--- config.mk ---
export PLATFORM = sky130hd
export DESIGN_NAME = pipe_hazard_ctrl_flat
export DESIGN_NICKNAME = d
export VERILOG_FILES = /design/src/rtl/pipe_hazard_ctrl_if.sv /design/src/rtl/pipe_hazard_ctrl.sv /design/src/flat_wrapper.sv
export SDC_FILE = /design/constraint.sdc
export NUM_CORES = 1
export LEC_CHECK = 0
export BUFFER_PORTS_ARGS = -buffer_cell sky130_fd_sc_hd__buf_4
export CAP_MARGIN = 20
export CORE_MARGIN = 10
export CORE_UTILIZATION = 56
export CTS_BUF_LIST = sky130_fd_sc_hd__clkbuf_8
export CTS_CLUSTER_DIAMETER = 200
export DETAILED_ROUTE_END_ITERATION = 8
export GPL_TIMING_DRIVEN = 0
export HOLD_SLACK_MARGIN = 0.12
export PLACE_DENSITY = 0.82
export SYNTH_ARGS = -nofsm -noshare
export SYNTH_HDL_FRONTEND = slang
export SYNTH_SLANG_ARGS = --single-unit
--- constraint.sdc ---
create_clock -name clk -period 2.3 [get_ports clk]
set_input_delay 0.23 -clock clk [delete_from_list [all_inputs] [get_ports clk]]
set_output_delay 0.23 -clock clk [all_outputs]
set_load 0.02 [all_outputs]
--- src/rtl/pipe_hazard_ctrl_if.sv ---
// Pipeline <-> hazard controller bundle: ID-stage register usage and branch outcome in,
// hold/bubble/flush controls, EX forwarding selects and event counters out.
interface pipe_hazard_ctrl_if #(
    parameter int CNT_W = 16
);
    logic [4:0]       id_rs;
    logic [4:0]       id_rt;
    logic             id_use_rs;
    logic             id_use_rt;
    logic [4:0]       id_dst;
    logic             id_regwr;
    logic             id_memtoreg;
    logic             ex_br_taken;

    logic             stall_pc;
    logic             stall_ifid;
    logic             bubble_idex;
    logic             flush_ifid;
    logic [1:0]       ex_fwd_a;
    logic [1:0]       ex_fwd_b;
    logic [CNT_W-1:0] stall_cnt;
    logic [CNT_W-1:0] flush_cnt;

    modport master (
        output id_rs, id_rt, id_use_rs, id_use_rt, id_dst, id_regwr, id_memtoreg, ex_br_taken,
        input  stall_pc, stall_ifid, bubble_idex, flush_ifid, ex_fwd_a, ex_fwd_b,
        input  stall_cnt, flush_cnt
    );

    modport slave (
        input  id_rs, id_rt, id_use_rs, id_use_rt, id_dst, id_regwr, id_memtoreg, ex_br_taken,
        output stall_pc, stall_ifid, bubble_idex, flush_ifid, ex_fwd_a, ex_fwd_b,
        output stall_cnt, flush_cnt
    );
endinterface

--- src/rtl/pipe_hazard_ctrl.sv ---
// Hazard scheduler for a 5-stage pipeline: EX/MEM/WR scoreboard, RAW/load-use stalls,
// taken-branch flush sequencing. Define PIPE_FWD_EN to enable EX operand forwarding.
module pipe_hazard_ctrl #(
    parameter int FLUSH_CYCLES = 2,
    parameter int CNT_W        = 16
) (
    input  logic              clk,
    input  logic              rst,
    pipe_hazard_ctrl_if.slave hz
);
    typedef enum logic {
        ST_RUN   = 1'b0,
        ST_FLUSH = 1'b1
    } state_e;

    typedef struct packed {
        logic [4:0] dst;
        logic       regwr;
        logic       memtoreg;
    } slot_t;

    localparam logic [2:0] FLUSH_LOAD = 3'(FLUSH_CYCLES - 1);

    state_e           state_q, state_d;
    logic [2:0]       fcnt_q, fcnt_d;
    slot_t            ex_q, ex_d, mem_q, mem_d, wr_q, wr_d;
    logic [1:0]       fwd_a_q, fwd_a_d, fwd_b_q, fwd_b_d;
    logic [CNT_W-1:0] stall_cnt_q, stall_cnt_d, flush_cnt_q, flush_cnt_d;

    logic [2:0] hit_a, hit_b;   // [0]=EX, [1]=MEM, [2]=WR
    logic       hazard;
    logic [1:0] fwd_a_id, fwd_b_id;
    logic       br_take, stall, bubble, flush;
    logic       unused_wr_memtoreg;

    function automatic logic slot_hit(slot_t s, logic [4:0] src, logic rd_en);
        return rd_en && s.regwr && (s.dst != 5'd0) && (s.dst == src);
    endfunction

    // NOTE: each always_comb assigns defaults first so no path leaves a variable unassigned (no latches).
    always_comb begin
        hit_a    = {slot_hit(wr_q, hz.id_rs, hz.id_use_rs),
                    slot_hit(mem_q, hz.id_rs, hz.id_use_rs),
                    slot_hit(ex_q, hz.id_rs, hz.id_use_rs)};
        hit_b    = {slot_hit(wr_q, hz.id_rt, hz.id_use_rt),
                    slot_hit(mem_q, hz.id_rt, hz.id_use_rt),
                    slot_hit(ex_q, hz.id_rt, hz.id_use_rt)};
        hazard   = 1'b0;
        fwd_a_id = 2'b00;
        fwd_b_id = 2'b00;
`ifdef PIPE_FWD_EN
        // Loads only have data after MEM; WR matches read a register file written this same edge.
        hazard   = ((hit_a[0] | hit_b[0]) & ex_q.memtoreg) | hit_a[2] | hit_b[2];
        fwd_a_id = hit_a[0] ? 2'b01 : (hit_a[1] ? 2'b10 : 2'b00);
        fwd_b_id = hit_b[0] ? 2'b01 : (hit_b[1] ? 2'b10 : 2'b00);
`else
        hazard   = |{hit_a, hit_b};
`endif
    end

    // NOTE: registers are updated only with non-blocking assignments to avoid races with the comb logic.
    always_ff @(posedge clk) begin
        if (rst) begin
            state_q     <= ST_RUN;
            fcnt_q      <= 3'd0;
            ex_q        <= '0;
            mem_q       <= '0;
            wr_q        <= '0;
            fwd_a_q     <= 2'b00;
            fwd_b_q     <= 2'b00;
            stall_cnt_q <= '0;
            flush_cnt_q <= '0;
        end else begin
            state_q     <= state_d;
            fcnt_q      <= fcnt_d;
            ex_q        <= ex_d;
            mem_q       <= mem_d;
            wr_q        <= wr_d;
            fwd_a_q     <= fwd_a_d;
            fwd_b_q     <= fwd_b_d;
            stall_cnt_q <= stall_cnt_d;
            flush_cnt_q <= flush_cnt_d;
        end
    end

    always_comb begin
        state_d = state_q;
        fcnt_d  = fcnt_q;
        br_take = 1'b0;
        unique case (state_q)
            ST_RUN: begin
                if (hz.ex_br_taken) begin
                    br_take = 1'b1;
                    fcnt_d  = FLUSH_LOAD;
                    if (FLUSH_LOAD != 3'd0) state_d = ST_FLUSH;
                end
            end
            ST_FLUSH: begin
                // A branch seen here is ignored: EX holds a bubble by construction.
                fcnt_d = fcnt_q - 3'd1;
                if (fcnt_q <= 3'd1) state_d = ST_RUN;
            end
            default: state_d = ST_RUN;
        endcase
    end

    always_comb begin
        stall  = 1'b0;
        flush  = 1'b0;
        bubble = 1'b0;
        if (!rst) begin
            unique case (state_q)
                ST_RUN: begin
                    flush = br_take;
                    stall = !br_take && hazard;
                end
                ST_FLUSH: flush = 1'b1;
                default: ;
            endcase
            bubble = flush | stall;
        end
    end

    always_comb begin
        ex_d        = '0;
        if (!bubble && !rst) ex_d = {hz.id_dst, hz.id_regwr, hz.id_memtoreg};
        mem_d       = ex_q;
        wr_d        = mem_q;
        fwd_a_d     = bubble ? 2'b00 : fwd_a_id;
        fwd_b_d     = bubble ? 2'b00 : fwd_b_id;
        stall_cnt_d = stall_cnt_q;
        flush_cnt_d = flush_cnt_q;
        if (stall && (stall_cnt_q != '1)) stall_cnt_d = stall_cnt_q + CNT_W'(1);
        if (br_take && (flush_cnt_q != '1)) flush_cnt_d = flush_cnt_q + CNT_W'(1);
    end

    assign unused_wr_memtoreg = wr_q.memtoreg;

    assign hz.stall_pc    = stall;
    assign hz.stall_ifid  = stall;
    assign hz.bubble_idex = bubble;
    assign hz.flush_ifid  = flush;
    assign hz.ex_fwd_a    = fwd_a_q;
    assign hz.ex_fwd_b    = fwd_b_q;
    assign hz.stall_cnt   = stall_cnt_q;
    assign hz.flush_cnt   = flush_cnt_q;
endmodule

--- src/flat_wrapper.sv ---
// flat-port wrapper written by rule: the top's interface ports become plain ports
module pipe_hazard_ctrl_flat 
#(
    parameter int FLUSH_CYCLES = 2,
    parameter int CNT_W        = 16
)
  (clk, rst, hz_id_rs, hz_id_rt, hz_id_use_rs, hz_id_use_rt, hz_id_dst, hz_id_regwr, hz_id_memtoreg, hz_ex_br_taken, hz_stall_pc, hz_stall_ifid, hz_bubble_idex, hz_flush_ifid, hz_ex_fwd_a, hz_ex_fwd_b, hz_stall_cnt, hz_flush_cnt);
  pipe_hazard_ctrl_if #(.CNT_W(CNT_W)) hz_i ();
  input  logic clk;
  input  logic rst;
  input wire logic [$bits(hz_i.id_rs)-1:0] hz_id_rs;
  input wire logic [$bits(hz_i.id_rt)-1:0] hz_id_rt;
  input wire logic [$bits(hz_i.id_use_rs)-1:0] hz_id_use_rs;
  input wire logic [$bits(hz_i.id_use_rt)-1:0] hz_id_use_rt;
  input wire logic [$bits(hz_i.id_dst)-1:0] hz_id_dst;
  input wire logic [$bits(hz_i.id_regwr)-1:0] hz_id_regwr;
  input wire logic [$bits(hz_i.id_memtoreg)-1:0] hz_id_memtoreg;
  input wire logic [$bits(hz_i.ex_br_taken)-1:0] hz_ex_br_taken;
  output wire logic [$bits(hz_i.stall_pc)-1:0] hz_stall_pc;
  output wire logic [$bits(hz_i.stall_ifid)-1:0] hz_stall_ifid;
  output wire logic [$bits(hz_i.bubble_idex)-1:0] hz_bubble_idex;
  output wire logic [$bits(hz_i.flush_ifid)-1:0] hz_flush_ifid;
  output wire logic [$bits(hz_i.ex_fwd_a)-1:0] hz_ex_fwd_a;
  output wire logic [$bits(hz_i.ex_fwd_b)-1:0] hz_ex_fwd_b;
  output wire logic [$bits(hz_i.stall_cnt)-1:0] hz_stall_cnt;
  output wire logic [$bits(hz_i.flush_cnt)-1:0] hz_flush_cnt;
  assign hz_i.id_rs = hz_id_rs;
  assign hz_i.id_rt = hz_id_rt;
  assign hz_i.id_use_rs = hz_id_use_rs;
  assign hz_i.id_use_rt = hz_id_use_rt;
  assign hz_i.id_dst = hz_id_dst;
  assign hz_i.id_regwr = hz_id_regwr;
  assign hz_i.id_memtoreg = hz_id_memtoreg;
  assign hz_i.ex_br_taken = hz_ex_br_taken;
  assign hz_stall_pc = hz_i.stall_pc;
  assign hz_stall_ifid = hz_i.stall_ifid;
  assign hz_bubble_idex = hz_i.bubble_idex;
  assign hz_flush_ifid = hz_i.flush_ifid;
  assign hz_ex_fwd_a = hz_i.ex_fwd_a;
  assign hz_ex_fwd_b = hz_i.ex_fwd_b;
  assign hz_stall_cnt = hz_i.stall_cnt;
  assign hz_flush_cnt = hz_i.flush_cnt;
  pipe_hazard_ctrl #(.FLUSH_CYCLES(FLUSH_CYCLES), .CNT_W(CNT_W)) u_core (.clk(clk), .rst(rst), .hz(hz_i));
endmodule
# Word-level counts from Yosys, hierarchy flattened
# Index checks and enable logic that the tools add are counted.
# classes
add_sub_neg,3
n_lt_le_gt_ge,1
eq_ne,9
muxes,13
bitwise,3
reduce_logical,30
# op_table
op,n
adder 16 x 1 -> 16 bit (second input constant),2
!= test 16 bit (second input constant),2
equality test 5 bit,6
logical AND 1 bit,22
nonzero test 5 bit,3
two-way mux 1 bit,9
one-hot mux 3 bit (2 select lines),1
OR reduction 6 bit,1
one-hot mux 1 bit (2 select lines),2
<= comparator 3 x 1 -> 1 bit (second input constant),1
logical NOT 1 bit,3
two-way mux 3 bit,1
subtractor 3 x 1 -> 3 bit (second input constant),1
!= test 2 bit (second input constant),1
NOT 1 bit,2
OR reduction 2 bit,1
OR 1 bit,1
# totals
ff_bits,54
inputBits,22
out_inout_bits,40
word_cells,69

# Depth between registers and ports, before layout
# logic_depth
word_depth,13
mapped_depth,9
ltp_nobuf,8

# Least setup slack after synthesis
# OpenSTA, ideal clock, no wires.
# synth_path
kind,reg2reg
from,register u_core.stall_cnt_q[0] (netlist: u_core.hz.stall_cnt[0])
to,register u_core.stall_cnt_q[11] (netlist: u_core.hz.stall_cnt[11])
setup_ps,123
arrival_time_ps,2032
t_required_ps,2177
setup_slack_ps,145
stages_incl_launch_ff,10
path_buffers,2
synth_period_minus_slack_ps,2155
path_cell_list,dfxtp_1 > ha_1 > nand3_1 > nor2_1 > and2_0 > buf_2 > or2_0 > clkbuf_1 > nor4_1 > mux2_1
# synth_via
elab_chain_len,2
word_cells_on_any_way,3
classes_between,add/sub (1); eq/ne (1); reduce/logical (1)
# synth_lines
element,line,source
"start, declared",pipe_hazard_ctrl.sv:28,"logic [CNT_W-1:0] stall_cnt_q, stall_cnt_d, flush_cnt_q, flush_cnt_d;"
"start signal, assigned",pipe_hazard_ctrl.sv:81,stall_cnt_q <= stall_cnt_d;
branches (longest 2 deep; another with adder 16 x 1 -> 16 bit),-,
# Several ways; the timed one is not identified.
# A chain may end at the register's enable or synchronous reset.

# Worst setup path in the final report
# layout_path
from,register u_core.wr_q[2] in the netlist's numbering
to,output port hz_bubble_idex
# layout_via
elab_chain_len,9
word_cells_on_any_way,13
classes_between,eq/ne (2); mux (3); bitwise (1); reduce/logical (7)
# layout_lines
element,line,source
"start, declared",pipe_hazard_ctrl.sv:26,"slot_t ex_q, ex_d, mem_q, mem_d, wr_q, wr_d;"
"start signal, assigned",pipe_hazard_ctrl.sv:78,wr_q <= wr_d;
nonzero test 5 bit,pipe_hazard_ctrl.sv:37,return rd_en && s.regwr && (s.dst != 5'd0) && (s.dst == src);
logical AND 1 bit (2 in a row),pipe_hazard_ctrl.sv:37,
OR reduction 6 bit *,pipe_hazard_ctrl.sv:57,"hazard = |{hit_a, hit_b};"
logical AND 1 bit *,pipe_hazard_ctrl.sv:115,stall = !br_take && hazard;
two-way mux 1 bit *,pipe_hazard_ctrl.sv:112,unique case (state_q)
two-way mux 1 bit *,pipe_hazard_ctrl.sv:111,if (!rst) begin
OR 1 bit *,pipe_hazard_ctrl.sv:120,bubble = flush | stall;
two-way mux 1 bit *,pipe_hazard_ctrl.sv:111,
"end, declared",flat_wrapper.sv:21,output wire logic [$bits(hz_i.bubble_idex)-1:0] hz_bubble_idex;
# Every way passes the cells marked *; elsewhere a longest branch is shown, timed or not. The select of a mux whose other input is x is not followed.

==> impl_metrics.toml <==
[place]
gp_congestion = 0.950
postPlaceCellArea_um2 = 3300
io_buffers = 56
hpwl_um = 5180

[yosys]
synth-compound-area-share_pct = 7.82
synth-main-ff-cell = "dfxtp_1"
yosys_warnings = 0
syn-cell-area_um2 = 2780
synth_top_family_by_area = "simple AND/OR/NAND/NOR gates"
synthCells = 319
yosysTopAreaCellShare_pct = 38.8
yosysTopAreaCell = "dfxtp_1"
synthSimpleGateAreaFrac_pct = 28.5
syn_avg_cell_area_um2 = 8.72
ys_async_sr_fraction_pct = 0
yosysSeqAreaShare_pct = 38.8
synth.top_cells.by_area = "dfxtp_1 39%, xnor2_1 11%, nor2b_1 4.9%, nor2_1 4.6%, nand4_1 3.1%"
synth_fa_ha_area_share_pct = 1.80
ys_ff_latch = 54
yosysUniqueCellTypes = 46
synth_edf_count = 0
synth-xor-area-share_pct = 13.5
synthMuxAreaShare_pct = 4.63

[timing]
clock_skew_ns = 0.00678
max_freq_mhz = 436
slew_violations = 0
worstMarginPinSlew_ns = 0.517
period_minus_slack_ns = 2.29
rsz0062_at_grt = "true"
setup_viol = 0
min_period_over_period_pct = 99.6
hold_viol_final = 0
relSlewSlack_pct = 65.5

[routing]
routed_wl_um = 7030
drt-vias-per-instance = 5.43
via_count = 2493
drt_pass1_iterations = 4
ant_nets = 0
drc = 0
first_iter_violations = 125
avgRoutedWirePerCell_um = 15.3

[clocking]
tritoncts = "yes"
root_buffer = "clkbuf_8"
postCtsHoldBufs = 0
clockBufferDepth = 2
clock_sinks = 54
clkTransAtPathRegs_ns = 0.10
numCtsBuffers = 5
clock_latency_ns = 0.31
cts_htree_levels = 2

[hold_path]
min_path_type = "input port to flip-flop"

[floorplan]
core_area_um2 = 4750
die_h_um = 90.5
dieWidth_um = 90.5
io_pins = 62
dieArea_um2 = 8190
row_count = 25
initial_utilization_pct = 58.5

[worst_setup_path]
path_cells = "or4_4 > o21a_1 > a32oi_2 > and2_4 > a21oi_1 > buf_4"
worstSetupPathType = "flip-flop to output port"
slowest_stage = "or4_4"
crit_path_end_kind = "output port"
cp-start-kind = "flip-flop"
crit_required_ns = 2.07
worst_path_largest_cell_delay_ns = 0.53
arrival_ns = 2.06
worst-path-max-fanout = 4

[pwr]
power_density_nw_per_um2 = 476
ir_drop_mv = 0.293
leakagePower_nw = 1.45

[global_route]
antenna_found_initial = 0
grt_pass1_wl_um = 11400
grt_max_degree = 17
grt_pass1_vias = 2523
overflow = 0
track_usage_pct = 16.2

[final_layout]
final_core_util_pct = 75.4
antenna_cells = 0
n_fill_cell = 357
final_cell_area_um2 = 3590
area_growth_pct = 28.9
drive_gt1_share_pct = 28.8
nets = 417

[run_status]
status = "finished, final reports clean"

[flow_run]
drv_cap = 0
-- worst max-delay path: cells and delay by family, from the launching register on --
family	cells	cell delay, ns
buf+inv	1	0.18
flops	1	0.35
compound gates	3	0.47
simple gates	2	0.75
-- final timing paths --
path,start,end,slack [ns],cells past startpoint
setup / recovery,u_core.wr_q[2]$_SDFF_PP0_,hz_bubble_idex,0.009,6
hold / removal,hz_id_dst[2],u_core.ex_q[4]$_SDFF_PP0_,0.15,2
hold reg to reg,u_core.ex_q[1]$_SDFF_PP0_,u_core.mem_q[1]$_SDFF_PP0_,0.48,1
setup reg to reg,u_core.wr_q[2]$_SDFF_PP0_,u_core.hz.stall_cnt[7]$_SDFFE_PP0P_,0.04,8
-- report_power, final --
| part | switching, mW | leakage (nW) | internal [mW] | total, mW |
|---|---|---|---|---|
| Combinational | 0.117 | 0.958 | 0.106 | 0.223 |
| Sequential | 0.0192 | 0.443 | 0.953 | 0.972 |
| Clock | 0.302 | 0.0493 | 0.211 | 0.513 |
-- cell usage in the layout, fill, tap and decap left out, drive strengths merged, types with 4 or more instances in the layout --
master	n
a21oi	10
conb	4
mux2	9
nand4	14
clkbuf	15
nor2b	22
nand3	14
and3	11
nand2	19
ha	4
and2	4
or4	7
inv	6
nor3	9
o21ai	6
xor2	7
or3	4
nor2	34
xnor2	36
dfxtp	54
buf	72
-- routing by layer --
metal / track usage, % / part of all wire [%] / up-vias
li1: - / - / 1237
met1: 18.4 / 43 / 1193
met2: 27.8 / 50 / 55
met3: 5.07 / 5.3 / 8
met4: 5.70 / 1.1 / 0
met5: 0 / 0 / -
-- layout make-up --
class / instances / area, um2 / share of cell area (%)
multi-input combinational: 243 / 1690 / 47.0
buffer: 19 / 116 / 3.24
timing repair buffer: 63 / 494 / 13.8
sequential: 54 / 1100 / 30.7
tap: 67 / 83.8 / 2.34
clock buffer: 5 / 68.8 / 1.92
inverter: 5 / 18.8 / 0.523
clock inverter: 3 / 17.5 / 0.488
-- synthesized netlist by cell type, types with 6 or more instances --
library cell  count
nor2_1           34
and3_1           11
nor2b_1          22
nand2_1          19
o21ai_0           6
clkbuf_1         10
a21oi_1          10
dfxtp_1          54
or4_1             7
xnor2_1          36
nand4_1          14
nor3_1            9
xor2_1            7
nand3_1          14
-- sequential cells by signal, indices dropped and copies added (netlist names) --
| name | cells |
|---|---|
| u_core.hz.stall_cnt | 16 |
| u_core.mem_q | 6 |
| u_core.fcnt_q | 3 |
| u_core.wr_q | 6 |
| u_core.hz.flush_cnt | 16 |
| u_core.ex_q | 6 |
| u_core.state_q | 1 |
-- metrics by stage --
stage	total power [mW]	std cells	setup slack [ns]	setup TNS, ns	hold slack, ns
final	1.71	459	0.00877	0	0.145
after global placement	1.20	445	0.0285	0	0.459
after global routing	1.78	459	-0.0793	-0.339	0.143
after floorplan	1.12	322	0.145	0	0.376
after detailed placement	1.21	445	-0.00958	-0.00958	0.459
after CTS	1.72	457	-0.0382	-0.104	0.142
-- kinds of logic (layout without fill, tap and decap cells) --
kind of cell | after synthesis | after routing
AND/OR/NAND/NOR | 149 | 149
flip-flops | 54 | 54
buffers and inverters | 25 | 95
multiplexers | 11 | 11
XOR/XNOR | 43 | 43
adder cells (fa/ha/maj) | 4 | 4
AO/OA/AOI/OAI | 32 | 32
other | 1 | 4
-- what timing repair did --
action	in CTS	in global routing
buffers inserted	5	1
setup endpoints to repair	4	11
pin swaps	2	11
gates resized for setup	3	35
gates cloned	0	1
Note: power is estimated with default switching activity, not from simulation.
